## src/rtl/rr_arb_pkg.sv

```systemverilog
// Shared encodings for the rr_arb_mux arbitrating multiplexer.
package rr_arb_pkg;

  // Arbitration mode encodings; the reserved code behaves as round-robin.
  localparam logic [1:0] MODE_RR     = 2'b00;
  localparam logic [1:0] MODE_FIXED  = 2'b01;
  localparam logic [1:0] MODE_FORCED = 2'b10;
  localparam logic [1:0] MODE_RSVD   = 2'b11;

  // Output register occupancy.
  typedef enum logic {
    ST_EMPTY = 1'b0,
    ST_FULL  = 1'b1
  } state_t;

endpackage

```

## src/rtl/rr_arbiter.sv

```systemverilog
// Combinational one-hot arbiter with a round-robin pointer register.
// Modes: round-robin from ptr, lowest-index fixed priority, forced select.
module rr_arbiter
  import rr_arb_pkg::*;
#(
  parameter int N_CH  = 4,
  parameter int SEL_W = $clog2(N_CH)
) (
  input  logic             clk,
  input  logic             rst_n,
  input  logic [1:0]       mode,
  input  logic [SEL_W-1:0] sel,
  input  logic [N_CH-1:0]  in_valid,
  input  logic [N_CH-1:0]  accept,
  output logic [N_CH-1:0]  grant
);

  logic [SEL_W-1:0] ptr_reg;
  logic [SEL_W-1:0] ptr_next;
  logic [N_CH-1:0]  rr_grant;
  logic [N_CH-1:0]  fixed_grant;
  logic [N_CH-1:0]  forced_grant;
  logic             rr_found;
  logic [SEL_W:0]   rr_sum;
  logic [SEL_W-1:0] rr_idx;
  logic             is_rr;

  assign is_rr = (mode == MODE_RR) || (mode == MODE_RSVD);

  // Round-robin: first valid channel searching ptr, ptr+1, ... modulo N_CH.
  always_comb begin
    rr_grant = '0;
    rr_found = 1'b0;
    rr_sum   = '0;
    rr_idx   = '0;
    for (int k = 0; k < N_CH; k++) begin
      rr_sum = {1'b0, ptr_reg} + (SEL_W+1)'(k);
      if (rr_sum >= (SEL_W+1)'(N_CH)) begin
        rr_sum = rr_sum - (SEL_W+1)'(N_CH);
      end
      rr_idx = rr_sum[SEL_W-1:0];
      if (!rr_found && in_valid[rr_idx]) begin
        rr_grant[rr_idx] = 1'b1;
        rr_found         = 1'b1;
      end
    end
  end

  // Fixed priority: isolate the lowest set bit of in_valid.
  assign fixed_grant = in_valid & (~in_valid + N_CH'(1));

  // Forced select: an out-of-range sel matches no channel, so no grant.
  for (genvar gi = 0; gi < N_CH; gi++) begin : g_forced
    assign forced_grant[gi] = in_valid[gi] && (sel == SEL_W'(gi));
  end

  // Mode steering of the grant vector.
  always_comb begin
    grant = '0;
    case (mode)
      MODE_FIXED:  grant = fixed_grant;
      MODE_FORCED: grant = forced_grant;
      default:     grant = rr_grant;
    endcase
  end

  // Pointer advances past the accepted channel, only in round-robin mode.
  always_comb begin
    ptr_next = ptr_reg;
    if (is_rr) begin
      for (int k = 0; k < N_CH; k++) begin
        if (accept[k]) begin
          ptr_next = (k == N_CH-1) ? '0 : SEL_W'(k + 1);
        end
      end
    end
  end

  // Pointer register.
  always_ff @(posedge clk or negedge rst_n) begin
    if (!rst_n) begin
      ptr_reg <= '0;
    end else begin
      ptr_reg <= ptr_next;
    end
  end

endmodule

```

## src/rtl/rr_arb_mux.sv

```systemverilog
// N-channel registered arbitrating multiplexer with valid/ready handshakes.
// Optional per-channel grant counters are built when ARB_STATS_EN is defined.
module rr_arb_mux
  import rr_arb_pkg::*;
#(
  parameter int  N_CH  = 4,
  parameter int  WIDTH = 32,
  parameter int  CNT_W = 16,
  localparam int SEL_W = $clog2(N_CH)
) (
  input  logic                  clk,
  input  logic                  rst_n,
  input  logic [1:0]            mode,
  input  logic [SEL_W-1:0]      sel,
  input  logic [N_CH-1:0]       in_valid,
  input  logic [N_CH*WIDTH-1:0] in_data,
  output logic [N_CH-1:0]       in_ready,
  output logic                  out_valid,
  input  logic                  out_ready,
  output logic [WIDTH-1:0]      out_data,
  output logic [SEL_W-1:0]      out_chan
`ifdef ARB_STATS_EN
  ,
  output logic [N_CH*CNT_W-1:0] grant_cnt,
  input  logic                  cnt_clr
`endif
);

  state_t           state_reg;
  state_t           state_next;
  logic             load_en;
  logic [N_CH-1:0]  grant;
  logic [N_CH-1:0]  accept;
  logic             any_accept;
  logic [WIDTH-1:0] data_sel;
  logic [SEL_W-1:0] chan_sel;
  logic [WIDTH-1:0] out_data_reg;
  logic [SEL_W-1:0] out_chan_reg;

  rr_arbiter #(
    .N_CH  (N_CH),
    .SEL_W (SEL_W)
  ) u_arbiter (
    .clk      (clk),
    .rst_n    (rst_n),
    .mode     (mode),
    .sel      (sel),
    .in_valid (in_valid),
    .accept   (accept),
    .grant    (grant)
  );

  // The output register can take a word when empty or when it is being drained.
  assign load_en    = (state_reg == ST_EMPTY) || out_ready;
  assign in_ready   = grant & {N_CH{load_en && rst_n}};
  assign accept     = in_valid & in_ready;
  assign any_accept = |accept;

  // Select the accepted channel's data and index (accept is one-hot).
  always_comb begin
    data_sel = '0;
    chan_sel = '0;
    for (int k = 0; k < N_CH; k++) begin
      if (accept[k]) begin
        data_sel = in_data[k*WIDTH +: WIDTH];
        chan_sel = SEL_W'(k);
      end
    end
  end

  // Output occupancy next state.
  always_comb begin
    state_next = state_reg;
    case (state_reg)
      ST_EMPTY: if (any_accept) state_next = ST_FULL;
      ST_FULL:  if (out_ready && !any_accept) state_next = ST_EMPTY;
      default:  state_next = ST_EMPTY;
    endcase
  end

  // Occupancy state register.
  always_ff @(posedge clk or negedge rst_n) begin
    if (!rst_n) begin
      state_reg <= ST_EMPTY;
    end else begin
      state_reg <= state_next;
    end
  end

  // Output data/channel register; holds while stalled or draining.
  always_ff @(posedge clk or negedge rst_n) begin
    if (!rst_n) begin
      out_data_reg <= '0;
      out_chan_reg <= '0;
    end else if (any_accept) begin
      out_data_reg <= data_sel;
      out_chan_reg <= chan_sel;
    end
  end

  assign out_valid = (state_reg == ST_FULL);
  assign out_data  = out_data_reg;
  assign out_chan  = out_chan_reg;

`ifdef ARB_STATS_EN
  for (genvar gi = 0; gi < N_CH; gi++) begin : g_cnt
    logic [CNT_W-1:0] cnt_reg;

    // Saturating accept counter; clear has priority over an increment.
    always_ff @(posedge clk or negedge rst_n) begin
      if (!rst_n) begin
        cnt_reg <= '0;
      end else if (cnt_clr) begin
        cnt_reg <= '0;
      end else if (accept[gi] && (cnt_reg != '1)) begin
        cnt_reg <= cnt_reg + CNT_W'(1);
      end
    end

    assign grant_cnt[gi*CNT_W +: CNT_W] = cnt_reg;
  end
`endif

endmodule

```

## config.mk

```make
export PLATFORM = sky130hd
export DESIGN_NAME = rr_arb_mux
export DESIGN_NICKNAME = d
export VERILOG_FILES = /design/src/rtl/rr_arb_pkg.sv /design/src/rtl/rr_arbiter.sv /design/src/rtl/rr_arb_mux.sv
export SDC_FILE = /design/constraint.sdc
export NUM_CORES = 1
export LEC_CHECK = 0
export BUFFER_PORTS_ARGS = -buffer_cell sky130_fd_sc_hd__buf_2
export CAP_MARGIN = 10
export CORE_MARGIN = 10
export CORE_UTILIZATION = 45
export DETAILED_ROUTE_END_ITERATION = 12
export PLACE_DENSITY = 0.79
export SLEW_MARGIN = 20
export SYNTH_ARGS = -nofsm -noshare
export SYNTH_HDL_FRONTEND = slang
export SYNTH_HIERARCHICAL = 1
export SYNTH_SLANG_ARGS = --single-unit
export TNS_END_PERCENT = 100
```

## constraint.sdc

```tcl
create_clock -name clk -period 3.7 [get_ports clk]
set_input_delay 0.37 -clock clk [delete_from_list [all_inputs] [get_ports clk]]
set_output_delay 0.37 -clock clk [all_outputs]
set_load 0.005 [all_outputs]
```

## Word level (Yosys, flattened, before mapping)

Index checks and enable logic that the tools add are counted.

- Register bits: 37
- RAM bits: 0
- Latch bits: 0
- Input port bits: 139
- Output and inout port bits: 39
- ROM bits: 0
- Logic and storage cells: 104
- Memories kept: 0

- Reduce and logical (&&, ||, !) cells: 24
- Muxes and demuxes: 42
- Div/mod/pow operators: 0
- Shifts and indexed selects: 0
- Add/subtract/negate cells: 8
- Multiply operators: 0
- Equal/unequal tests: 6
- Bitwise gates (word level): 8
- $lt $le $gt $ge: 12

Operator list:

| kind | count |
|---|---|
| $mux W32 | 4 |
| $mux W2 | 10 |
| $mux W4 | 4 |
| $mux W1 | 14 |
| $logic_and A1 B1 Y1 | 13 |
| $and A4 B4 Y4 | 3 |
| $lt A2 B3 Y1 const B | 4 |
| $or A4 B4 Y4 | 3 |
| $ge A3 B3 Y1 const B | 3 |
| $bmux W1 S2 | 4 |
| $demux W1 S2 | 4 |
| $eq A2 B2 Y1 const B | 4 |
| $ge A2 B1 Y1 const B | 4 |
| $pmux W4 S2 | 1 |
| $sub A2 B1 Y2 const B | 4 |
| $add A2 B2 Y3 const B | 2 |
| $add A4 B1 Y4 const B | 1 |
| $eq A2 B1 Y1 const B | 2 |
| $logic_not A1 Y1 | 4 |
| $logic_not A2 Y1 | 2 |
| $not A4 Y4 | 1 |
| $reduce_bool A4 Y1 | 1 |
| $reduce_or A4 Y1 | 1 |
| $add A2 B1 Y3 const B | 1 |
| other kinds (5) | 6 |

## Logic depth before layout (Yosys ltp)

- Depth after elaboration: 22
- Mapped depth: 15

## Hierarchy

The synthesis kept the hierarchy.

Modules (own cells, without submodules):

| module | cells an instance | seq. area each (um^2) | area each (um^2) | times used |
|---|---|---|---|---|
| rr_arb_mux | 226 | 875.8 | 2517.4 | 1 |
| rr_arbiter | 80 | 50.0 | 638.1 | 1 |

## Worst setup path before layout

OpenSTA, ideal clock, no wires.

- Path kind: register to register
- From: reg u_arbiter.ptr_reg[0]
- To: reg out_data_reg[0] (netlist: out_data[0])
- Cell stages (with the launch flop): 13
- Arrival time: 2.835 ns
- Path buffers: 2
- Slack: 0.743 ns
- Library setup time: 0.123 ns
- Required time: 3.577 ns
- Cell sequence: dfrtp_1 buf_6 inv_1 ha_1 mux4_2 inv_1 nand4_1 a41oi_1 buf_2 and3b_1 o2111ai_1 a221o_1 o221a_2

- Cells in the longest elaborated chain, start to end: 21
- Elaborated cells on any way between the ends: 67

Ends and longest elaborated chain:

| element | line | RTL |
|---|---|---|
| start, declared | rr_arbiter.sv:18 | `logic [SEL_W-1:0] ptr_reg;` |
| start signal, assigned | rr_arbiter.sv:84 | `ptr_reg <= ptr_next;` |
| branches (longest 13 deep; another with $add A2 B1 Y3) | n/a |  |
| $mux W4 * | rr_arbiter.sv:42 | `if (!rr_found && in_valid[rr_idx]) begin` |
| $pmux W4 S2 * | rr_arbiter.sv:60 | `case (mode)` |
| named net grant[0] | rr_arb_mux.sv:32 | `logic [N_CH-1:0] grant;` |
| $and A4 B4 Y4 * | rr_arb_mux.sv:55 | `assign in_ready = grant & {N_CH{load_en && rst_n}};` |
| $and A4 B4 Y4 * | rr_arb_mux.sv:56 | `assign accept = in_valid & in_ready;` |
| $mux W32 (4 in series) | rr_arb_mux.sv:64 | `if (accept[k]) begin` |
| end signal, assigned | rr_arb_mux.sv:96 | `out_data_reg <= data_sel;` |
| end, declared | rr_arb_mux.sv:37 | `logic [WIDTH-1:0] out_data_reg;` |

Mark *: on every way through the listed nets, which the timed path passes. The select of a mux whose other input is x is not followed.
A chain may end at the register's enable or synchronous reset.

## Worst setup path in the final report

- From: reg u_arbiter.ptr_reg[0]
- To: reg out_data_reg[31] (netlist: out_data[31])

- Elaborated cells on any way between the ends: 67

RTL lines:

| element | line |
|---|---|
| branches (longest 13 deep; another with $add A2 B1 Y3) | n/a |
| $mux W4 * | rr_arbiter.sv:42 |
| $pmux W4 S2 * | rr_arbiter.sv:60 |
| named net grant[2] | rr_arb_mux.sv:32 |
| $and A4 B4 Y4 * | rr_arb_mux.sv:55 |
| $and A4 B4 Y4 * | rr_arb_mux.sv:56 |
| $mux W32 (2 in series) | rr_arb_mux.sv:64 |

Marked as above.

==> out/results.tsv <==
stage	metric	value	unit
logic_synthesis	Synth Register Bits	37	
power	cell area power density	559.5	mW/mm2
place	Placed Area	0.004069	mm2
place	dpl hpwl	9159	um
logic_synthesis	largest cells by area after synthesis	dfrtp_1, a221o_1, and3b_1	
global_route	vias in the first global route	3654	
logic_synthesis	ys async rst share	100.0	%
layout	fraction of layout cells with a size suffix above 1	50.00	%
flow_run	max-cap violation count	0	
setup_path	WP data required	3870	ps
floorplan	num ports	178	
timing	unrepaired setup endpoints after global routing	no	
setup_path	CP arrival	3460	ps
cts	Hold-fix buffers, CTS	0	
timing	Final Hold Fails	0	
power	Peak supply drop	0.0002536	V
setup_path	CP Capture Point	out_data[31]	
logic_synthesis	Top FF cell, synth	dfrtp_1	
layout	Post-layout nets	614	
layout	Final Instance Area	0.004156	mm2
routing	routed wire length	11710	um
hold_path	Worst Hold Class	primary input to async pin	
floorplan	die area	0.01076	mm2
setup_path	crit end category	flip-flop	
routing	antenna-violating nets left	0	
logic_synthesis	most common cell in the netlist	dfrtp_1	
routing	drt drc	0	
timing	skew final	6.709	ps
floorplan	Die W	103.7	um
cts	clock-pin slew on the worst setup and hold paths	80	ps
logic_synthesis	Post-synth EDFFs	0	
place	IO Port Bufs	177	
floorplan	Initial Util	46.45	%
routing	Initial DRT Pass Iterations	4	
routing	via count	3433	
setup_path	R2R depth	11	
timing	TNS Setup	0	ps
logic_synthesis	most common library cells after synthesis	dfrtp_1, a221o_1, and3b_1, o2111ai_1, o221a_2	
setup_path	FF-to-FF setup slack	410	ps
timing	Tcrit/Tclk final	88.83	%
routing	Iter 0 DRT Violations	159	
logic_synthesis	post-synth top area cell	dfrtp_1	
cts	Root Driver	clkbuf_8	
timing	worst-margin pin slew	694.9	ps
setup_path	kind of critical path	flip-flop to flip-flop	
global_route	initial antenna violation count	0	
timing	max-slew violations	0	
floorplan	Die Y	103.7	um
timing	setup violators final	0	
global_route	pin count of the biggest net entering global routing	52	
setup_path	Reg2Reg Launch Point	u_arbiter/ptr_reg[0]	
setup_path	startpoint types	flip-flop	
power	Pleak	1.993	nW
global_route	gr usage total	20.65	%
place	Cells after DPL	556	
cts	CTS Buffer Depth	2	
logic_synthesis	Synth top area share	29.34	%
cts	clk sinks	37	
timing	Slew HR	53.67	%
logic_synthesis	Synth Instances	306	
place	RD Place Congestion	0.9951	
status	status	complete, no violations	
logic_synthesis	mean area per synthesized cell	10.31	um2
timing	fin crit period	3287	ps
global_route	first-pass GRT wire length	19030	um
routing	routed len/inst	20.77	um
layout	max reg flops	32	
cts	CTS tree	done	
cts	CTS buffer count	5	
timing	f_max	304.3	MHz
logic_synthesis	synthesized area	0.003156	mm2
logic_synthesis	syn nets	453	
cts	# H-tree levels	2	
logic_synthesis	Distinct cells, synth	46	
setup_path	crit path max fanout	32	
cts	Clk Latency, worst-skew pair	280	ps
floorplan	core area	0.006794	mm2
layout	Inserted Diodes	0	
layout	final instance count without filler cells	564	
setup_path	terminus of the critical flop-to-flop path	out_data[31]	
setup_path	Worst Setup SP	u_arbiter/ptr_reg[0]	
layout	Area Growth Syn to Fin	31.72	%
logic_synthesis	Seq/Total Area, Yosys	29.34	%
layout	Post-Route Utilization	61.18	%
place	dpl ws	271.9	ps
logic_synthesis	Syn. warnings	6	
routing	vias per cell	6.087	
global_route	gr ovfl total	0	
floorplan	# rows	30	
timing	final setup margin	413.4	ps
==> cell usage in the layout (no fill, tap or decap), types with 2 or more instances in the layout <==
| master | netlist | final |
|---|---|---|
| buf_2 | 18 | 177 |
| dfrtp_1 | 37 | 36 |
| and3b_1 | 32 | 32 |
| o2111ai_1 | 32 | 32 |
| a221o_1 | 32 | 32 |
| o221a_2 | 20 | 20 |
| nand2_1 | 15 | 15 |
| buf_4 | 5 | 13 |
| o221a_1 | 12 | 12 |
| inv_1 | 11 | 11 |
| o21ai_0 | 11 | 11 |
| ha_1 | 8 | 8 |
| o21a_1 | 5 | 5 |
| a21oi_1 | 5 | 5 |
| clkbuf_8 | 0 | 5 |
| and3_1 | 4 | 4 |
| nand3b_1 | 4 | 4 |
| nand4_1 | 4 | 4 |
| nor2_1 | 3 | 3 |
| a41oi_1 | 4 | 3 |
| a21oi_2 | 2 | 2 |
| and2_1 | 2 | 2 |
| o211ai_1 | 2 | 2 |
| clkinv_2 | 0 | 2 |
| buf_12 | 0 | 2 |
| or3b_1 | 2 | 2 |
==> stage by stage <==
stage	hold WS, ps	total power, mW
after global placement	354.8	2.014
final	52.64	2.326
after detailed placement	363.2	2.054
after global routing	61.32	2.507
after CTS	56.29	2.342
after floorplan	74.41	1.556
==> critical path, stage by stage (launching register included) <==
cell and delay [ps]:
dfrtp_2 500, inv_1 150, ha_1 400, inv_1 70, a2111oi_2 370, o21ai_0 180, a41oi_1 360, a22o_1 220
buf_4 320, o2111ai_1 190, a221o_1 290, o221a_2 120
==> worst min path at each step <==
| stage | from | to | slack [ps] | cells after the start |
|---|---|---|---|---|
| 2_1_floorplan | rst_n | out_chan[0] | 70 | 0 |
| 3_3_place_gp | rst_n | out_data[22] | 350 | 1 |
| 3_5_place_dp | rst_n | out_data[19] | 360 | 1 |
| 4_1_cts | rst_n | out_data[19] | 60 | 1 |
| 5_1_grt | rst_n | out_data[19] | 60 | 1 |
| 6_report | rst_n | out_data[19] | 50 | 1 |
==> power breakdown <==
part	leakage [nW]	total [mW]	switching [mW]	internal [mW]
Sequential	0.424	0.759	0.147	0.612
Clock	0.0439	0.283	0.153	0.130
Combinational	1.52	1.28	0.633	0.651
Total	1.99	2.33	0.933	1.39
==> routing by layer <==
| metal | wire (um) | vias to the layer above | GRT usage [%] |
|---|---|---|---|
| met5 | 0 | - | 0 |
| met4 | 133 | 0 | 4.374 |
| met3 | 781 | 8 | 4.213 |
| met2 | 5879 | 145 | 35.68 |
| met1 | 4918 | 1666 | 25.78 |
| li1 | - | 1614 | - |
==> cell families after synthesis <==
| family | synth area share (%) |
|---|---|
| AOI/OAI and AO/OA | 39.49 |
| adders and majority gates | 3.172 |
| buffers and inverters | 9.160 |
| DFF | 29.34 |
| muxes | 1.546 |
| and+or+nand+nor | 17.29 |
==> final cells by class <==
type                       instances  area (um2)
sequential                        37       927.1
clock buffer                       5       68.82
multi-input combinational        219        1954
inverter                          12       45.04
tap                               96       120.1
timing repair buffer             192        1023
fill                             603        2638
clock inverter                     3       17.52
==> what timing repair did <==
action                     in CTS  in global routing
resized for setup               0                  1
buffers inserted                0                  0
setup endpoints to repair       0                 11
Power figures use the tool's default switching activity.
